--- config.mk ---
export PLATFORM = sky130hd
export DESIGN_NAME = buzz_round_arbiter
export DESIGN_NICKNAME = d
export VERILOG_FILES = /design/src/rtl/buzz_round_arbiter.sv
export SDC_FILE = /design/constraint.sdc
export NUM_CORES = 1
export LEC_CHECK = 0
export ABC_AREA = 1
export BUFFER_PORTS_ARGS = -buffer_cell sky130_fd_sc_hd__clkbuf_2
export CAP_MARGIN = 0
export CORE_UTILIZATION = 55
export DETAILED_ROUTE_END_ITERATION = 6
export MAX_ROUTING_LAYER = met4
export PLACE_DENSITY = 0.83
export SYNTH_ARGS = -nofsm -noshare
export SYNTH_HDL_FRONTEND = slang
export SYNTH_SLANG_ARGS = --single-unit
--- constraint.sdc ---
create_clock -name clk_100mhz -period 4.2 [get_ports clk_100mhz]
set_input_delay 0.42 -clock clk_100mhz [delete_from_list [all_inputs] [get_ports clk_100mhz]]
set_output_delay 0.42 -clock clk_100mhz [all_outputs]
set_load 0.005 [all_outputs]
--- src/rtl/buzz_round_arbiter.sv ---
// buzz_round_arbiter: times each buzzer round, flags false starts, and picks one
// winner using round-robin tie-breaking while keeping saturating per-player scores.
module buzz_round_arbiter #(
   parameter int NUM_PLAYERS    = 4,
   parameter int ID_W           = 2,
   parameter int WAIT_CYCLES    = 100000000,
   parameter int TIMEOUT_CYCLES = 300000000,
   parameter int CNT_W          = 32,
   parameter int SCORE_W        = 4
) (
   input  logic                           clk_100mhz,
   input  logic                           reset,
   input  logic [NUM_PLAYERS-1:0]         press_event,
   input  logic                           start_round,
   input  logic                           clear_scores,
   output logic [2:0]                     state,
   output logic                           go_lamp,
   output logic                           winner_valid,
   output logic [ID_W-1:0]                winner_id,
   output logic [NUM_PLAYERS-1:0]         foul_mask,
   output logic                           timed_out,
   output logic [NUM_PLAYERS*SCORE_W-1:0] score_flat
);
   typedef enum logic [2:0] {IDLE = 3'd0, WAIT = 3'd1, OPEN = 3'd2, RESULT = 3'd3} state_t;
   state_t st;
   logic [CNT_W-1:0] cnt;
   logic [ID_W-1:0] ptr, pick, idx;
   logic [NUM_PLAYERS-1:0] elig, fouls;
   logic [SCORE_W-1:0] cur;
   assign state = st;
   // Scan from the lowest priority upward so the highest-priority eligible player is written last.
   always_comb begin
      elig  = press_event & ~foul_mask;
      fouls = foul_mask | press_event;
      pick  = '0;
      idx   = '0;
      for (int k = NUM_PLAYERS - 1; k >= 0; k--) begin
         idx = ID_W'((int'(ptr) + k) % NUM_PLAYERS);
         if (elig[idx]) pick = idx;
      end
      cur = score_flat[pick*SCORE_W +: SCORE_W];
   end
   always_ff @(posedge clk_100mhz) begin
      if (reset) begin
         st           <= IDLE;
         cnt          <= '0;
         ptr          <= '0;
         go_lamp      <= 1'b0;
         winner_valid <= 1'b0;
         winner_id    <= '0;
         foul_mask    <= '0;
         timed_out    <= 1'b0;
         score_flat   <= '0;
      end else begin
         if ((st == IDLE || st == RESULT) && start_round) begin
            st           <= WAIT;
            cnt          <= '0;
            foul_mask    <= '0;
            winner_valid <= 1'b0;
            timed_out    <= 1'b0;
         end else if (st == WAIT) begin
            foul_mask <= fouls;
            cnt       <= cnt + 1'b1;
            if (&fouls) begin
               st        <= RESULT;
               timed_out <= 1'b1;
            end else if (cnt == CNT_W'(WAIT_CYCLES - 1)) begin
               st      <= OPEN;
               go_lamp <= 1'b1;
               cnt     <= '0;
            end
         end else if (st == OPEN) begin
            cnt <= cnt + 1'b1;
            if (|elig) begin
               st           <= RESULT;
               go_lamp      <= 1'b0;
               winner_valid <= 1'b1;
               winner_id    <= pick;
               ptr          <= (int'(pick) == NUM_PLAYERS - 1) ? '0 : pick + 1'b1;
               if (cur != '1) score_flat[pick*SCORE_W +: SCORE_W] <= cur + 1'b1;
            end else if (cnt == CNT_W'(TIMEOUT_CYCLES - 1)) begin
               st        <= RESULT;
               go_lamp   <= 1'b0;
               timed_out <= 1'b1;
            end
         end
         // Placed last so a coincident clear overrides the winner increment.
         if (clear_scores) score_flat <= '0;
      end
   end
endmodule

Yosys cells after proc, flatten, opt, wreduce, memory -nomap -nowiden
Cells that the tools add are included.
{"block": "classes", "n_reduce_logical": 19, "muxes": 36, "order_cmp": 4, "shifts": 3, "bitwise_logic": 5, "add_sub_neg": 7, "n_eq_ne": 13}
{"op": "two-way mux 32 bit", "n": 4}
{"op": "negator 4 -> 34 bit", "n": 1}
{"op": "variable shift 4 x 34 -> 16 bit (first input constant)", "n": 1}
{"op": "indexed part select 4 x 34 -> 16 bit", "n": 1}
{"op": "adder 32 x 1 -> 32 bit (second input constant)", "n": 1}
{"op": "equality test 32 x 27 -> 1 bit (second input constant)", "n": 1}
{"op": "equality test 32 x 29 -> 1 bit (second input constant)", "n": 1}
{"op": "two-way mux 3 bit", "n": 6}
{"op": "bitwise mux 16 bit", "n": 1}
{"op": "two-way mux 1 bit", "n": 16}
{"op": "indexed part select 16 x 5 -> 4 bit", "n": 1}
{"op": "less-than comparator 2 x 3 -> 1 bit (second input constant)", "n": 4}
{"op": "AND reduction 4 bit", "n": 3}
{"op": "two-way mux 2 bit", "n": 5}
{"op": "AND reduction 5 bit", "n": 2}
{"op": "AND reduction 3 bit", "n": 3}
{"op": "binary-select mux 1 bit (select 2 bit)", "n": 4}
{"op": "equality test 3 x 2 -> 1 bit (second input constant)", "n": 2}
{"op": "nonzero test 3 bit", "n": 2}
{"op": "adder 2 x 1 -> 2 bit (second input constant)", "n": 2}
{"op": "adder 2 bit (second input constant)", "n": 2}
{"op": "adder 4 x 1 -> 4 bit (second input constant)", "n": 1}
{"op": "bitwise AND 4 bit", "n": 1}
{"op": "!= test 2 x 1 -> 1 bit (second input constant)", "n": 2}
{"op": "16 further kinds", "n": 20}
{"block": "totals", "inputBits": 8, "out_inout_bits": 28, "wordCells": 97, "regBits": 62}

Depth between registers and ports, before layout
Gate-level depths: netlist (run 1).
{"block": "logic_depth", "ltp_word": 12, "mapped_depth": 20, "depth_no_buf": 19}

Least setup slack after synthesis (run 1)
No wires, ideal clock.
{"block": "synth_path", "path_kind": "reg-to-reg", "from": "register st[0] (netlist: state[0])", "to": "register cnt[28]", "period_less_slack_ns": 2.399, "required_ns": 4.122, "setup_time_ns": 0.078, "n_path_buf": 1, "stages_incl_launch_ff": 17, "path_slack_ns": 1.801, "arrival_time_ns": 2.321, "path_cell_list": "dfxtp_1 inv_1 ha_1 buf_2 nor3_2 nand3_1 nor2_1 nand2_1 nor2_2 nand2_2 nor2_1 nand3_1 nor2_1 inv_2 nor3_2 nor2_1 nor3_1"}
{"block": "synth_between", "elab_chain_cells": 4, "elab_cells_between_ends": 9, "cone_classes": "eq/ne: 3; mux: 1; reduce/logical: 5"}
{"element": "start: declaration", "line_no": "25", "text": "state_t st;"}
{"element": "start signal: assignment", "line_no": "45", "text": "st <= IDLE;"}
{"element": "start signal: assignment", "line_no": "56", "text": "st <= WAIT;"}
{"element": "start signal: assignment", "line_no": "65", "text": "st <= RESULT;"}
{"element": "equality test 3 x 2 -> 1 bit or zero test 3 bit (tied branches)", "line_no": "55", "text": "if ((st == IDLE || st == RESULT) && start_round) begin"}
{"element": "logical OR 1 bit", "line_no": "55"}
{"element": "logical AND 1 bit", "line_no": "55"}
{"element": "OR reduction 2 bit (no source line)"}
{"element": "end signal: assignment", "line_no": "63", "text": "cnt <= cnt + 1'b1;"}
{"element": "end signal: assignment", "line_no": "73", "text": "cnt <= cnt + 1'b1;"}
{"element": "end: declaration", "line_no": "26", "text": "logic [CNT_W-1:0] cnt;"}
Several ways; a longest one is shown, not always the timed one.
A chain may end at the register's enable or synchronous reset.

Final worst setup path (run 1)
Same ends and word-level chain as after synthesis.

==> results of run 1 <==
## worst min-delay path by stage
stage                        from            end  slack (ps)
finish                      reset         ptr[0]         320
global route                reset        go_lamp         320
CTS                         reset         ptr[0]         310
detailed placement  score_flat[4]  score_flat[4]         480
global placement        timed_out      timed_out         460
floorplan                  cnt[0]         cnt[0]         460
## registers in the layout, indices dropped and copies added (netlist names)
name and cells:
state 2, foul_mask 4, score_flat 16, winner_id 2, ptr 2, timed_out 1
winner_valid 1, cnt 32, go_lamp 1
## placed cells by master (no fill, tap or decap), types with 10 or more instances in the layout
cell                       instances
sky130_fd_sc_hd__nand2_1          82
sky130_fd_sc_hd__inv_1            77
sky130_fd_sc_hd__nor2_1           72
sky130_fd_sc_hd__dfxtp_1          61
sky130_fd_sc_hd__nand3_1          37
sky130_fd_sc_hd__clkbuf_2         34
sky130_fd_sc_hd__a21oi_1          33
sky130_fd_sc_hd__nor3_1           21
sky130_fd_sc_hd__nand4_1          17
sky130_fd_sc_hd__o21ai_0          13
sky130_fd_sc_hd__nand2_2          12
sky130_fd_sc_hd__clkbuf_8         12
sky130_fd_sc_hd__nor4_1           11
sky130_fd_sc_hd__ha_1             10
## cell families (layout without fill, tap and decap cells)
family,after synthesis,after routing
buffers and inverters,96,134
xor gates and xnor gates,10,10
other,1,1
AOI/OAI and AO/OA,61,61
DFF,61,61
adders and majority gates,10,10
and+or+nand+nor,280,280
## area by class of cell
type,instances,share of cell area
multi-input cells,362,0.4976
inverters,85,0.08088
well taps,75,0.02379
clock buffers,14,0.04377
flip-flops and latches,61,0.3095
repair buffers,34,0.04313
clock inverters,1,0.001269
## per-stage QoR
step	hold slack, ps	total power (µW)
6_report	324.9	1925
5_1_grt	324.6	2052
4_1_cts	307.7	1919
3_5_place_dp	477.1	1440
3_3_place_gp	456.7	1432
2_1_floorplan	457.7	1283
## cell usage after synthesis, types with 5 or more instances
library cell / number
sky130_fd_sc_hd__xor2_1: 7
sky130_fd_sc_hd__inv_2: 7
sky130_fd_sc_hd__nand4_1: 17
sky130_fd_sc_hd__nand3_2: 6
sky130_fd_sc_hd__nor4_1: 11
sky130_fd_sc_hd__inv_1: 77
sky130_fd_sc_hd__o21ai_0: 13
sky130_fd_sc_hd__nand2_2: 12
sky130_fd_sc_hd__nor3_1: 21
sky130_fd_sc_hd__dfxtp_1: 61
sky130_fd_sc_hd__clkbuf_1: 5
sky130_fd_sc_hd__nand3_1: 37
sky130_fd_sc_hd__nor2_1: 72
sky130_fd_sc_hd__nand2_1: 82
sky130_fd_sc_hd__ha_1: 10
sky130_fd_sc_hd__a21oi_1: 33
## power by group through the flow
stage	clock network, µW	logic, µW	registers, µW
floorplan	0	629	654
global placement	0	775	657
detailed placement	0	780	660
CTS	485	786	647
global route	513	888	651
finish	480	796	649
## layer usage
metal,track usage,vias to the layer above
li1,-,1762
met1,0.3226,1648
met2,0.4264,105
met3,0.06154,21
met4,0.1035,0
met5,-,-
==> reports/results.ini, run 1 <==
[yosys]
synthesis.yosys.warnings=0
synthAdderAreaFrac=0.03512
synth_top_area_frac=0.3428
synth.net_count=537
synthTopCellsByArea=sky130_fd_sc_hd__dfxtp_1 34%, sky130_fd_sc_hd__nand2_1 8.6%, sky130_fd_sc_hd__inv_1 8.1%, sky130_fd_sc_hd__nor2_1 7.6%, sky130_fd_sc_hd__nand3_1 5.2%
synthFlopType=sky130_fd_sc_hd__dfxtp_1
synth-compound-area-share=0.09765
yosysTopAreaCell=sky130_fd_sc_hd__dfxtp_1
async_reset_ff_frac=0
combinational_family_with_the_most_area_after_synthesis=simple AND/OR/NAND/NOR gates
synth_enable_flop_cells=0
post_synth_and_or_nand_nor_area_fraction=0.3927
synth_area_per_cell_um2=6.864
yosys_register_bits=61
number_of_distinct_library_cells_after_synthesis=41
sequential_element_share_of_the_synthesized_area=0.3428
synthesis.area_mm2=0.003562
synth.area.mux_share=0
synthXorXnorAreaFrac=0.02459
synthesis.instances=519

[clock_network]
cts.path.max_buffers=2
cts-htree-levels=3
clock_sinks=61
number_of_buffers_inserted_during_clock_tree_synthesis=9
postCtsSetupBuffers=0
clk_latency_ps=350
cts-hold-fix-buffers=0
clkTransAtPathRegs_ps=70
post_cts.resized_instances=0
tritoncts=yes
ctsRootBufferMaster=sky130_fd_sc_hd__clkbuf_8

[placed_design]
gp_routability_congestion=0.9245
dpl.hpwl_mm=6.295
port_buffers=34
dp_slack_ps=1478
placedInstanceArea_mm2=0.003767
place.detailed.instances=617

[power]
vdd.ir_drop.worst_uv=320.6
power.share.switching=0.4224
clk_network_pwr_share=0.249
cellInternalPower_uw=1112
p_switching_uw=812.9
p_per_area_mw_per_mm2=487.8
power_frac_seq=0.337
comb_power_share=0.414
leakagePower_uw=0.001496

[layout]
multi_input_area_mm2=0.001963
layout_cell_share_with_drive_strength_beyond_1=0.1634
area.sequential_mm2=0.001221
antenna_cells_inserted=0
n_fill_cell=525
final_non_filler_cells=632
area_growth_syn_to_layout_pct=10.75
final_nets=571
final_core_utilization=0.6472
final_area_mm2=0.003945

[critical_path]
regToRegStartpoint=state[0]
timing.critical_path.arrival_ps=3030
cell_repeated_most_along_the_worst_path=sky130_fd_sc_hd__nor2_1
worst-path-max-fanout=10
worst_r2r_endpoint=cnt[28]
setup_crit_start_kind=register
worst_setup_path_startpoint=state[0]
endpoint_kind=register
critical_path_endpoint=cnt[28]
flop2flop_setup_slack_ps=1380
worst-setup-path-type=reg -> reg
cp_data_required_time_ps=4400
critical_path.slowest_cell=sky130_fd_sc_hd__ha_1
critical_path.cell_chain=inv_1 -> ha_1 -> nor3_2 -> nand3_1 -> nor2_1 -> nand2_1 -> nor2_2 -> nand2_2 -> nor2_1 -> nand3_1 -> nor2_1 -> inv_2 -> nor4_1 -> nor3_1
path_depth_of_the_worst_reg2reg_path=14
crit_path_max_incr_delay_ps=430
cp_num_buf_inv=2
timing.critical_path.max_delay_family=simple AND/OR/NAND/NOR gates
worst-path-stages=14

[sta]
postLayoutSetupSlackWorst_ps=1376
finalCritPeriodShare=0.6723
period_needed_ps=2824
timing.clock.skew_ps=12.17
max_slew.worst_pin.slew_ps=751.5
tns_ps=0
final-max-slew-violation-count=0
worst_slew_margin_rel=0.4978
setup_viol=0
hold_viol=0
rsz0062_at_grt=no
maxClockFrequency_mhz=354.2

[floorplan]
top_level_ports=36
initial_core_util=0.5844
coreArea_mm2=0.006096
die-area_mm2=0.006802
floorplan_row_count=28
die_outline_width_um=82.48
die_y_um=82.48

[detailed_routing]
vias_per_cell=5.595
routed_wirelength_normalized_by_instance_count_um=13.10
drt-total-wl_mm=8.279
detailroute.via_count=3536
antenna_violating_nets_post_route=0
dr.first_iter.drc_count=251
routed_length_on_met1_mm=3.831
remaining_drc_errors=0
firstDrtPassIters=5
met2_wire_length_mm=3.909
wire_length_on_met3_um=390
highest_layer=met4

[run]
drv.max_cap_violation_count=0

[grt]
vias_in_the_first_global_route=2995
antenna_violations_before_repair=0
grt.overflow.total=0
wire_length_of_the_first_global_routing_pass_mm=13.11
grt_max_degree=22
grt.total_usage=0.2659

[hold_path]
hold-path-cell-count=2
hold_path.class=in -> reg

[status]
status=completed

Note: power is estimated with default switching activity, not from simulation.
==> run 2: changes to the inputs <==
==> constraint.sdc (replaced) <==
create_clock -name clk_100mhz -period 2.8 [get_ports clk_100mhz]
set_input_delay 0.28 -clock clk_100mhz [delete_from_list [all_inputs] [get_ports clk_100mhz]]
set_output_delay 0.28 -clock clk_100mhz [all_outputs]
set_load 0.005 [all_outputs]
==> reports/results.ini, run 2 (synthesized netlist as in run 1, its figures left out) <==
[status]
status=completed

[placed_design]
dpl.hpwl_mm=6.447
port_buffers=34
placedInstanceArea_mm2=0.003790
gp_routability_congestion=0.9299

[power]
cellInternalPower_uw=1790
vdd.ir_drop.worst_uv=424.7
p_switching_uw=1244
leakagePower_uw=0.001524
total_power_uw=3034
power_frac_seq=0.320
power.share.switching=0.4101
p_per_area_mw_per_mm2=754.8
clk_network_pwr_share=0.271
comb_power_share=0.408

[detailed_routing]
antenna_violating_nets_post_route=0
vias_per_cell=5.547
remaining_drc_errors=0
routed_wirelength_normalized_by_instance_count_um=13.40
dr.first_iter.drc_count=279
drt-total-wl_mm=8.525
detailroute.via_count=3528
firstDrtPassIters=5

[clock_network]
clock_sinks=61
number_of_buffers_inserted_during_clock_tree_synthesis=9
postCtsSetupBuffers=0
cts.path.max_buffers=2
cts-hold-fix-buffers=0
post_cts.resized_instances=0
tritoncts=yes
ctsRootBufferMaster=sky130_fd_sc_hd__clkbuf_8
clkTransAtPathRegs_ps=70
clk_latency_ps=340
cts-htree-levels=3

[sta]
setup_viol=0
hold_slack_ps=178.3
worst_slew_margin_rel=0.6286
max_slew.worst_pin.slew_ps=552.0
finalCritPeriodShare=0.9142
final-max-slew-violation-count=0
maxClockFrequency_mhz=390.7
hold_viol=0
period_needed_ps=2560
timing.clock.skew_ps=11.25

[layout]
final_core_utilization=0.6595
mostFrequentLayoutCells=82 x sky130_fd_sc_hd__nand2_1, 77 x sky130_fd_sc_hd__inv_1, 70 x sky130_fd_sc_hd__nor2_1
final_area_mm2=0.004020
final_nets=574
reg.largest.list=cnt (32), score_flat (16), foul_mask (4)
antenna_cells_inserted=0
layout_cell_share_with_drive_strength_beyond_1=0.1800
register_with_the_most_flip_flops=cnt
largest_reg_flops=32
area_growth_syn_to_layout_pct=12.86
most_frequent_standard_cell_in_the_layout_excluding_fill_and_tap_cells=sky130_fd_sc_hd__nand2_1

[critical_path]
cell_repeated_most_along_the_worst_path=sky130_fd_sc_hd__nand2_1
regToRegStartpoint=foul_mask[3]
worst-path-max-fanout=14
path_depth_of_the_worst_reg2reg_path=17
critical_path.cell_chain=inv_1 -> nand3_1 -> nand2_1 -> nand2_1 -> nand2_1 -> inv_2 -> nand3_4 -> nand2_8 -> nand2_1 -> nand3_1 -> nand2_2 -> ha_1 -> nand3_4 -> nand3_2 -> nor2_4 -> nand3_1 -> a21oi_1
crit_path_max_incr_delay_ps=400
cp_data_required_time_ps=3070
critical_path_endpoint=score_flat[14]
cp_num_buf_inv=2
setup_crit_start_kind=register
worst-path-stages=17
timing.critical_path.max_delay_family=simple AND/OR/NAND/NOR gates
flop2flop_setup_slack_ps=240
worst_setup_path_startpoint=foul_mask[3]
endpoint_kind=register
worst_r2r_endpoint=score_flat[14]
critical_path.slowest_cell=sky130_fd_sc_hd__dfxtp_1
worst-setup-path-type=reg -> reg
timing.critical_path.arrival_ps=2830

[grt]
grt.overflow.total=0
wire_length_of_the_first_global_routing_pass_mm=13.34
grt.total_usage=0.2677
vias_in_the_first_global_route=3114
grt_max_degree=17
antenna_violations_before_repair=0

[floorplan]
initial_core_util=0.5844
die_y_um=82.48
coreArea_mm2=0.006096
die-area_mm2=0.006802
top_level_ports=36
floorplan_row_count=28
die_outline_width_um=82.48

[hold_path]
worstHoldStart=reset
hold_path.class=in -> reg

[run]
drv.max_cap_violation_count=0

==> run 2: area by class of cell <==
cell class | count | area [µm²]
Fill cell | 515 | 2076
Clock inverter | 3 | 42.54
Sequential cell | 61 | 1224
Tap cell | 75 | 93.84
Inverter | 85 | 319.1
Timing Repair Buffer | 37 | 192.7
Multi-Input combinational cell | 362 | 1979
Clock buffer | 13 | 168.9
==> run 2: stage by stage <==
step / TNS [ps] / setup WS, ps / instances
3_5_place_dp: 0 / 158.7 / 620
4_1_cts: 0 / 116.2 / 636
6_report: 0 / 240.2 / 636
2_1_floorplan: 0 / 400.8 / 519
3_3_place_gp: 0 / 275.3 / 620
5_1_grt: -35.26 / -35.26 / 636
==> run 2: power by group through the flow <==
stage,registers [µW],logic [µW],clock network [µW]
CTS,968,1190,845
global route,978,1360,880
finish,972,1240,823
detailed placement,988,1180,0
floorplan,981,943,0
global placement,984,1150,0
==> run 2: worst min-delay path by stage <==
stage / endpoint / slack, ps / depth (start not counted)
final: ptr[0] / 180 / 2
after global routing: ptr[0] / 180 / 2
after CTS: go_lamp / 160 / 2
after detailed placement: timed_out / 460 / 2
after global placement: timed_out / 450 / 2
after floorplan: go_lamp / 350 / 1
==> run 2: per-layer routing <==
metal,GRT usage,vias up,wire length [µm],part of all wire
met2,0.4554,116,4141,0.49
met1,0.3097,1624,3814,0.45
li1,-,1773,-,-
met5,-,-,0,0
met3,0.05495,15,417,0.049
met4,0.1000,0,152,0.018
